**config.mk**
```make
export PLATFORM = sky130hd
export DESIGN_NAME = cpu_test_reporter_flat
export DESIGN_NICKNAME = d
export VERILOG_FILES = /design/src/rtl/cpu_test_reporter_if.sv /design/src/rtl/cpu_test_reporter.sv /design/src/flat_wrapper.sv
export SDC_FILE = /design/constraint.sdc
export NUM_CORES = 1
export LEC_CHECK = 0
export CAP_MARGIN = 40
export CORE_UTILIZATION = 45
export DETAILED_ROUTE_END_ITERATION = 6
export GPL_ROUTABILITY_DRIVEN = 1
export HOLD_SLACK_MARGIN = 0.03
export PLACE_DENSITY = 0.8
export SLEW_MARGIN = 15
export SYNTH_ARGS = -nofsm -noshare
export SYNTH_HDL_FRONTEND = slang
export SYNTH_SLANG_ARGS = --single-unit
```
**constraint.sdc**
```tcl
create_clock -name wb_clk_i -period 3.05 [get_ports wb_clk_i]
set_input_delay 0.61 -clock wb_clk_i [delete_from_list [all_inputs] [get_ports wb_clk_i]]
set_output_delay 0.61 -clock wb_clk_i [all_outputs]
set_load 0.01 [all_outputs]
```
**src/rtl/cpu_test_reporter_if.sv**
```systemverilog
// CPU-side signal bundle for the self-test reporter.
// The master side (CPU core / stimulus) drives test control and CPU activity;
// the slave side (reporter) returns the run enable and the pass counter.
interface cpu_test_reporter_if;
  logic        start_i;
  logic [31:0] cpu_pc_i;
  logic        cpu_retire_i;
  logic        assert_valid_i;
  logic        assert_pass_i;
  logic        done_i;
  logic        cpu_run_o;
  logic [15:0] pass_count_o;

  modport master (
    output start_i, cpu_pc_i, cpu_retire_i, assert_valid_i, assert_pass_i, done_i,
    input  cpu_run_o, pass_count_o
  );

  modport slave (
    input  start_i, cpu_pc_i, cpu_retire_i, assert_valid_i, assert_pass_i, done_i,
    output cpu_run_o, pass_count_o
  );
endinterface

```
**src/rtl/cpu_test_reporter.sv**
```systemverilog
// Self-test status reporter: sequences idle -> arm -> run -> pass/fail and
// publishes a 6-bit status code plus the CPU PC on the user I/O pins.
module cpu_test_reporter #(
  parameter int unsigned START_DELAY    = 16,
  parameter int unsigned TIMEOUT_CYCLES = 65536,
  parameter logic [5:0]  CODE_START     = 6'h18,
  parameter logic [5:0]  CODE_PASS      = 6'h19,
  parameter logic [5:0]  CODE_FAIL      = 6'h1a
) (
  input  logic                 wb_clk_i,
  input  logic                 wb_rst_i,
  cpu_test_reporter_if.slave   bus,
  output logic [37:0]          io_out,
  output logic [37:0]          io_oeb
);

  localparam int unsigned DlyW = (START_DELAY > 1) ? $clog2(START_DELAY) : 1;
  localparam int unsigned TmoW = (TIMEOUT_CYCLES > 0) ? $clog2(TIMEOUT_CYCLES + 1) : 1;
  localparam logic [DlyW-1:0] DlyLoad = DlyW'(START_DELAY - 1);
  localparam logic [TmoW-1:0] TmoLast = TmoW'(TIMEOUT_CYCLES - 1);

  typedef enum logic [2:0] {StIdle, StArm, StRun, StPass, StFail} state_e;

  state_e            state_q;
  logic [5:0]        code_q;
  logic [26:0]       pc_q;
  logic              run_q;
  logic [15:0]       pass_q;
  logic [DlyW-1:0]   dly_q;
  logic [TmoW-1:0]   tmo_q;
  logic              timeout_hit;
  logic              assert_fail;
  logic              unused_pc_low;

  // Low PC bits share pins with housekeeping and are never reported.
  assign unused_pc_low = ^bus.cpu_pc_i[4:0];

  // A zero TIMEOUT_CYCLES disables the watchdog entirely.
  assign timeout_hit = (TIMEOUT_CYCLES != 0) && (tmo_q == TmoLast);
  assign assert_fail = bus.assert_valid_i && !bus.assert_pass_i;

  // Test sequencer; code and PC are updated on the same edge so the monitor sees them together.
  always_ff @(posedge wb_clk_i) begin
    if (wb_rst_i) begin
      state_q <= StIdle;
      code_q  <= '0;
      pc_q    <= '0;
      run_q   <= 1'b0;
      pass_q  <= '0;
      dly_q   <= '0;
      tmo_q   <= '0;
    end else begin
      case (state_q)
        StIdle: begin
          if (bus.start_i) begin
            state_q <= StArm;
            dly_q   <= DlyLoad;
          end
        end
        StArm: begin
          if (!bus.start_i) begin
            state_q <= StIdle;
          end else if (dly_q == '0) begin
            state_q <= StRun;
            code_q  <= CODE_START;
            run_q   <= 1'b1;
            tmo_q   <= '0;
          end else begin
            dly_q <= dly_q - 1'b1;
          end
        end
        StRun: begin
          if (bus.assert_valid_i && bus.assert_pass_i && (pass_q != 16'hFFFF)) begin
            pass_q <= pass_q + 16'd1;
          end
          // Failing assertion beats timeout beats done beats a plain retire.
          if (assert_fail) begin
            state_q <= StFail;
            code_q  <= CODE_FAIL;
            run_q   <= 1'b0;
            pc_q    <= bus.cpu_pc_i[31:5];
          end else if (timeout_hit) begin
            state_q <= StFail;
            code_q  <= CODE_FAIL;
            run_q   <= 1'b0;
          end else if (bus.done_i) begin
            state_q <= StPass;
            code_q  <= CODE_PASS;
            run_q   <= 1'b0;
            pc_q    <= bus.cpu_pc_i[31:5];
          end else begin
            if (bus.cpu_retire_i) begin
              pc_q <= bus.cpu_pc_i[31:5];
            end
            tmo_q <= tmo_q + 1'b1;
          end
        end
        // Terminal states hold everything until reset.
        StPass, StFail: begin
        end
        default: begin
          state_q <= StIdle;
        end
      endcase
    end
  end

  assign bus.cpu_run_o    = run_q;
  assign bus.pass_count_o = pass_q;
  assign io_out           = {code_q, pc_q, 5'b0};
  assign io_oeb           = {33'b0, 5'b11111};

endmodule

```
**src/flat_wrapper.sv**
```systemverilog
// flat-port wrapper written by rule: the top's interface ports become plain ports
module cpu_test_reporter_flat 
#(
  parameter int unsigned START_DELAY    = 16,
  parameter int unsigned TIMEOUT_CYCLES = 65536,
  parameter logic [5:0]  CODE_START     = 6'h18,
  parameter logic [5:0]  CODE_PASS      = 6'h19,
  parameter logic [5:0]  CODE_FAIL      = 6'h1a
)
  (wb_clk_i, wb_rst_i, io_out, io_oeb, bus_start_i, bus_cpu_pc_i, bus_cpu_retire_i, bus_assert_valid_i, bus_assert_pass_i, bus_done_i, bus_cpu_run_o, bus_pass_count_o);
  cpu_test_reporter_if bus_i ();
  input  logic wb_clk_i;
  input  logic wb_rst_i;
  output logic [37:0] io_out;
  output logic [37:0] io_oeb;
  input wire logic [$bits(bus_i.start_i)-1:0] bus_start_i;
  input wire logic [$bits(bus_i.cpu_pc_i)-1:0] bus_cpu_pc_i;
  input wire logic [$bits(bus_i.cpu_retire_i)-1:0] bus_cpu_retire_i;
  input wire logic [$bits(bus_i.assert_valid_i)-1:0] bus_assert_valid_i;
  input wire logic [$bits(bus_i.assert_pass_i)-1:0] bus_assert_pass_i;
  input wire logic [$bits(bus_i.done_i)-1:0] bus_done_i;
  output wire logic [$bits(bus_i.cpu_run_o)-1:0] bus_cpu_run_o;
  output wire logic [$bits(bus_i.pass_count_o)-1:0] bus_pass_count_o;
  assign bus_i.start_i = bus_start_i;
  assign bus_i.cpu_pc_i = bus_cpu_pc_i;
  assign bus_i.cpu_retire_i = bus_cpu_retire_i;
  assign bus_i.assert_valid_i = bus_assert_valid_i;
  assign bus_i.assert_pass_i = bus_assert_pass_i;
  assign bus_i.done_i = bus_done_i;
  assign bus_cpu_run_o = bus_i.cpu_run_o;
  assign bus_pass_count_o = bus_i.pass_count_o;
  cpu_test_reporter #(.START_DELAY(START_DELAY), .TIMEOUT_CYCLES(TIMEOUT_CYCLES), .CODE_START(CODE_START), .CODE_PASS(CODE_PASS), .CODE_FAIL(CODE_FAIL)) u_core (.wb_clk_i(wb_clk_i), .wb_rst_i(wb_rst_i), .bus(bus_i), .io_out(io_out), .io_oeb(io_oeb));
endmodule
```
==> results by group <==
Logic synthesis
  – Number of flops mapped to enable cells by yosys: 0
  – Number of standard cells after synthesis: 471
  – Yosys warning count: 0
  – Flip-flop and latch count after synthesis: 71
  – Asr flop ratio synth: 0%
  – Area share of the largest cell type after synthesis: 37.8%
  – Cell types occupying the most area after synthesis: sky130_fd_sc_hd__dfxtp_1 (38%), sky130_fd_sc_hd__buf_4 (9.2%), sky130_fd_sc_hd__nand2_1 (8.2%), sky130_fd_sc_hd__a21oi_1 (6.5%), sky130_fd_sc_hd__nand3_1 (2.8%)
  – Top FF cell, synth: sky130_fd_sc_hd__dfxtp_1
  – Mean cell area of the mapped netlist: 7.99 sq um
  – Area of the mapped netlist: 0.00376 sq mm
  – Cell type with the highest aggregate area in the netlist: sky130_fd_sc_hd__dfxtp_1
  – Synth unique cells: 58
  – Seq/Total Area, Yosys: 37.8%

Die
  – Initial cell density of the core: 47.5%
  – Total core area: 0.00793 sq mm
  – Chip Width: 93.5 um
  – Cell Rows: 32
  – Die Span Y: 93.5 um
  – Area of the die: 0.00874 sq mm
  – Count of pins on the block boundary: 132

Global routing
  – Vias in the first global route: 3173
  – Maximum number of pins on one net before global-route repair: 62
  – GRT Total Usage: 21.2%
  – Global-route wire length before repair: 14800 um
  – Initial antenna violation count: 0
  – Leftover overflow at the end of global routing: 0

Timing
  – Final count of negative-setup-slack endpoints: 0
  – Pins Over Slew Limit: 0
  – Slew at the pin closest to its max-slew limit: 747 ps
  – Unrepaired setup endpoints after global routing: false
  – Final setup margin: 459 ps
  – Number of hold violations in the final report: 0
  – Maximum achievable frequency: 386 MHz
  – Max-Slew Margin vs Limit: 49.6%
  – Max Clock Skew: 10.9 ps
  – Shortest clock period the worst path allows after layout: 2590 ps
  – Setup TNS after final layout: 0 ps
  – Post-route fraction of the period consumed by the critical path: 85.0%

Clocking
  – Setup fix buffers added after clock tree synthesis: 0
  – Number of H-tree levels: 3
  – Clock-pin slew on the worst setup and hold paths: 80 ps
  – Cts bufs inserted: 9
  – Hold-fix buffer count after cts: 0
  – Worst-Skew Late Latency: 350 ps
  – CTS tree: built
  – Maximum clock insertion buffer count: 2
  – Number of clock sinks: 71
  – Root buffer selected by CTS: sky130_fd_sc_hd__clkbuf_8
  – Post-CTS resize count: 0

Layout
  – Final antenna diode count: 0
  – Area grow syn2layout: 24.6%
  – Most frequent cells in the layout: sky130_fd_sc_hd__nand2_1 (82), sky130_fd_sc_hd__clkdlybuf4s50_1 (80), sky130_fd_sc_hd__dfxtp_1 (71), sky130_fd_sc_hd__a21oi_1 (49), sky130_fd_sc_hd__conb_1 (45)
  – Footprint of the multi-input gates: 0.00202 sq mm
  – Area used by sequential logic in the layout: 0.00142 sq mm
  – Most common library cell in the layout ignoring fill and taps: sky130_fd_sc_hd__nand2_1
  – Filler Cells Inserted: 718
  – Total Nets Final: 589
  – Layout cell share with drive strength beyond 1: 7.99%

Placed design
  – Routability cong.: 0.846
  – Final HPWL from detailed placement: 6270 um
  – Setup slack after placement: 314 ps
  – Port Buf Inserts: 81

Worst setup path
  – Crit path max-delay cell type: sky130_fd_sc_hd__dfxtp_1
  – Delay of the slowest critical-path stage: 420 ps
  – Critical path data arrival time: 2800 ps
  – Critical Setup Path Class: reg2reg
  – Worst flop-to-flop path startpoint: u_core.tmo_q[0]
  – Cell repeated most along the worst path: sky130_fd_sc_hd__ha_1
  – Type of destination of the critical path: register
  – Combined buffer and inverter count along the critical path: 1
  – WP data required: 3260 ps
  – Critical Path Source: u_core.tmo_q[0]
  – Nature of the critical path startpoint: register
  – Largest delay share family, worst path: simple AND/OR/NAND/NOR gates
  – Worst Path Max Fanout: 19
  – Critical Path, Cell by Cell: ha_1, and3_1, nand3_1, nor3_1, ha_1, o21ba_2, o21a_1, buf_8, nand2_1, a21oi_1

Status
  – Run status: finished, final reports clean

Routing
  – Vias after detailed routing: 3584
  – Count of unresolved DRC violations after routing: 0
  – Per-cell via count in the routed design: 5.49
  – 1st-pass router iterations: 5
  – DRT antenna net count: 0
  – Sum of routed wire length over all layers: 8870 um
  – Violation count after the first detailed-route iteration: 230
  – Post-DR wirelength/cell: 13.6 um

Power and ir drop
  – Worst ir drop on vdd: 0.252 mV
  – Static Leak: 1.67 nW
  – Power Dens Cells: 409 mW/mm^2
  – Total power of the final layout: 0.00192 W

Min path
  – Startpoint of the lowest-slack hold path: u_core.pc_q[5]
  – Hold Path Class: reg2reg

Job
  – Maximum capacitance violations: 0
-- flip-flops by register name, summed over array words and instances (netlist names) --
name	flops
u_core.code_q	3
u_core.pc_q	27
u_core.bus.cpu_run_o	1
u_core.dly_q	4
u_core.state_q	3
u_core.tmo_q	17
u_core.bus.pass_count_o	16
-- kinds of logic after synthesis --
family / synth area share, %
muxes: 2.63
buffers and inverters: 13.1
AOI/OAI and AO/OA: 18.2
adders and majority gates: 1.33
and+or+nand+nor: 26.6
DFF: 37.8
other: 0.199
xor gates and xnor gates: 0.233
-- worst register-to-register path, stage by stage (launching register included) --
cell,delay [ps]
sky130_fd_sc_hd__dfxtp_1,420
sky130_fd_sc_hd__ha_1,240
sky130_fd_sc_hd__and3_1,280
sky130_fd_sc_hd__nand3_1,150
sky130_fd_sc_hd__nor3_1,220
sky130_fd_sc_hd__ha_1,280
sky130_fd_sc_hd__o21ba_2,200
sky130_fd_sc_hd__o21a_1,290
sky130_fd_sc_hd__buf_8,210
sky130_fd_sc_hd__nand2_1,90
sky130_fd_sc_hd__a21oi_1,60
-- metal layers --
| metal | up-vias | share of wire (%) | track usage (%) |
|---|---|---|---|
| li1 | 1744 | - | - |
| met1 | 1659 | 42 | 26.4 |
| met2 | 166 | 47 | 34.0 |
| met3 | 15 | 9.9 | 8.13 |
| met4 | 0 | 1.1 | 6.28 |
| met5 | - | 0 | 0 |
-- Yosys cell counts, types with 3 or more instances --
cell type	n
sky130_fd_sc_hd__nand3_1	21
sky130_fd_sc_hd__dfxtp_1	71
sky130_fd_sc_hd__nor2_1	19
sky130_fd_sc_hd__nor2b_1	5
sky130_fd_sc_hd__o31ai_1	5
sky130_fd_sc_hd__o2111ai_1	7
sky130_fd_sc_hd__a311oi_1	3
sky130_fd_sc_hd__a2111o_1	6
sky130_fd_sc_hd__or3_1	4
sky130_fd_sc_hd__buf_4	46
sky130_fd_sc_hd__inv_1	9
sky130_fd_sc_hd__nand2_1	82
sky130_fd_sc_hd__nor4_1	6
sky130_fd_sc_hd__nand4_1	11
sky130_fd_sc_hd__or2_2	3
sky130_fd_sc_hd__nor3b_1	3
sky130_fd_sc_hd__o21ai_0	8
sky130_fd_sc_hd__a21oi_1	49
sky130_fd_sc_hd__ha_1	4
sky130_fd_sc_hd__and3_1	6
sky130_fd_sc_hd__nor3_1	14
sky130_fd_sc_hd__mux2_2	7
sky130_fd_sc_hd__and2_1	3
sky130_fd_sc_hd__or4_1	6
sky130_fd_sc_hd__clkbuf_1	24
sky130_fd_sc_hd__o21a_1	3
sky130_fd_sc_hd__and4_1	6
-- path summary, 6_finish.rpt --
path	end	slack (ps)	depth (start not counted)
hold reg to reg	u_core.pc_q[5]	450	2
setup / recovery	u_core.pc_q[10]	460	10
hold / removal	u_core.pc_q[5]	450	2
setup reg to reg	u_core.pc_q[10]	460	10
-- area by class of cell --
type | instances | area share (%)
inverter | 9 | 0.720
clock inverter | 6 | 1.31
timing repair buffer | 93 | 19.3
tap | 102 | 2.72
clock buffer | 10 | 2.72
sequential | 71 | 30.3
multi-input combinational | 362 | 43.0
-- report_power, final --
group          leakage [nW]  internal (W)  switching [W]
sequential            0.573      0.000944      0.0000188
clock                0.0960      0.000375       0.000362
combinational         0.996     0.0000967       0.000121
total                  1.67       0.00142       0.000503
-- metrics by stage --
stage	utilization [%]	std cells	hold WS (ps)	instance area (sq um)
5_1_grt	59.2	653	482	4690
6_report	59.2	653	455	4690
3_3_place_gp	56.6	636	440	4490
2_1_floorplan	-	514	444	3930
4_1_cts	59.2	653	457	4690
3_5_place_dp	56.8	637	448	4500
(Power assumes the default switching activity.)
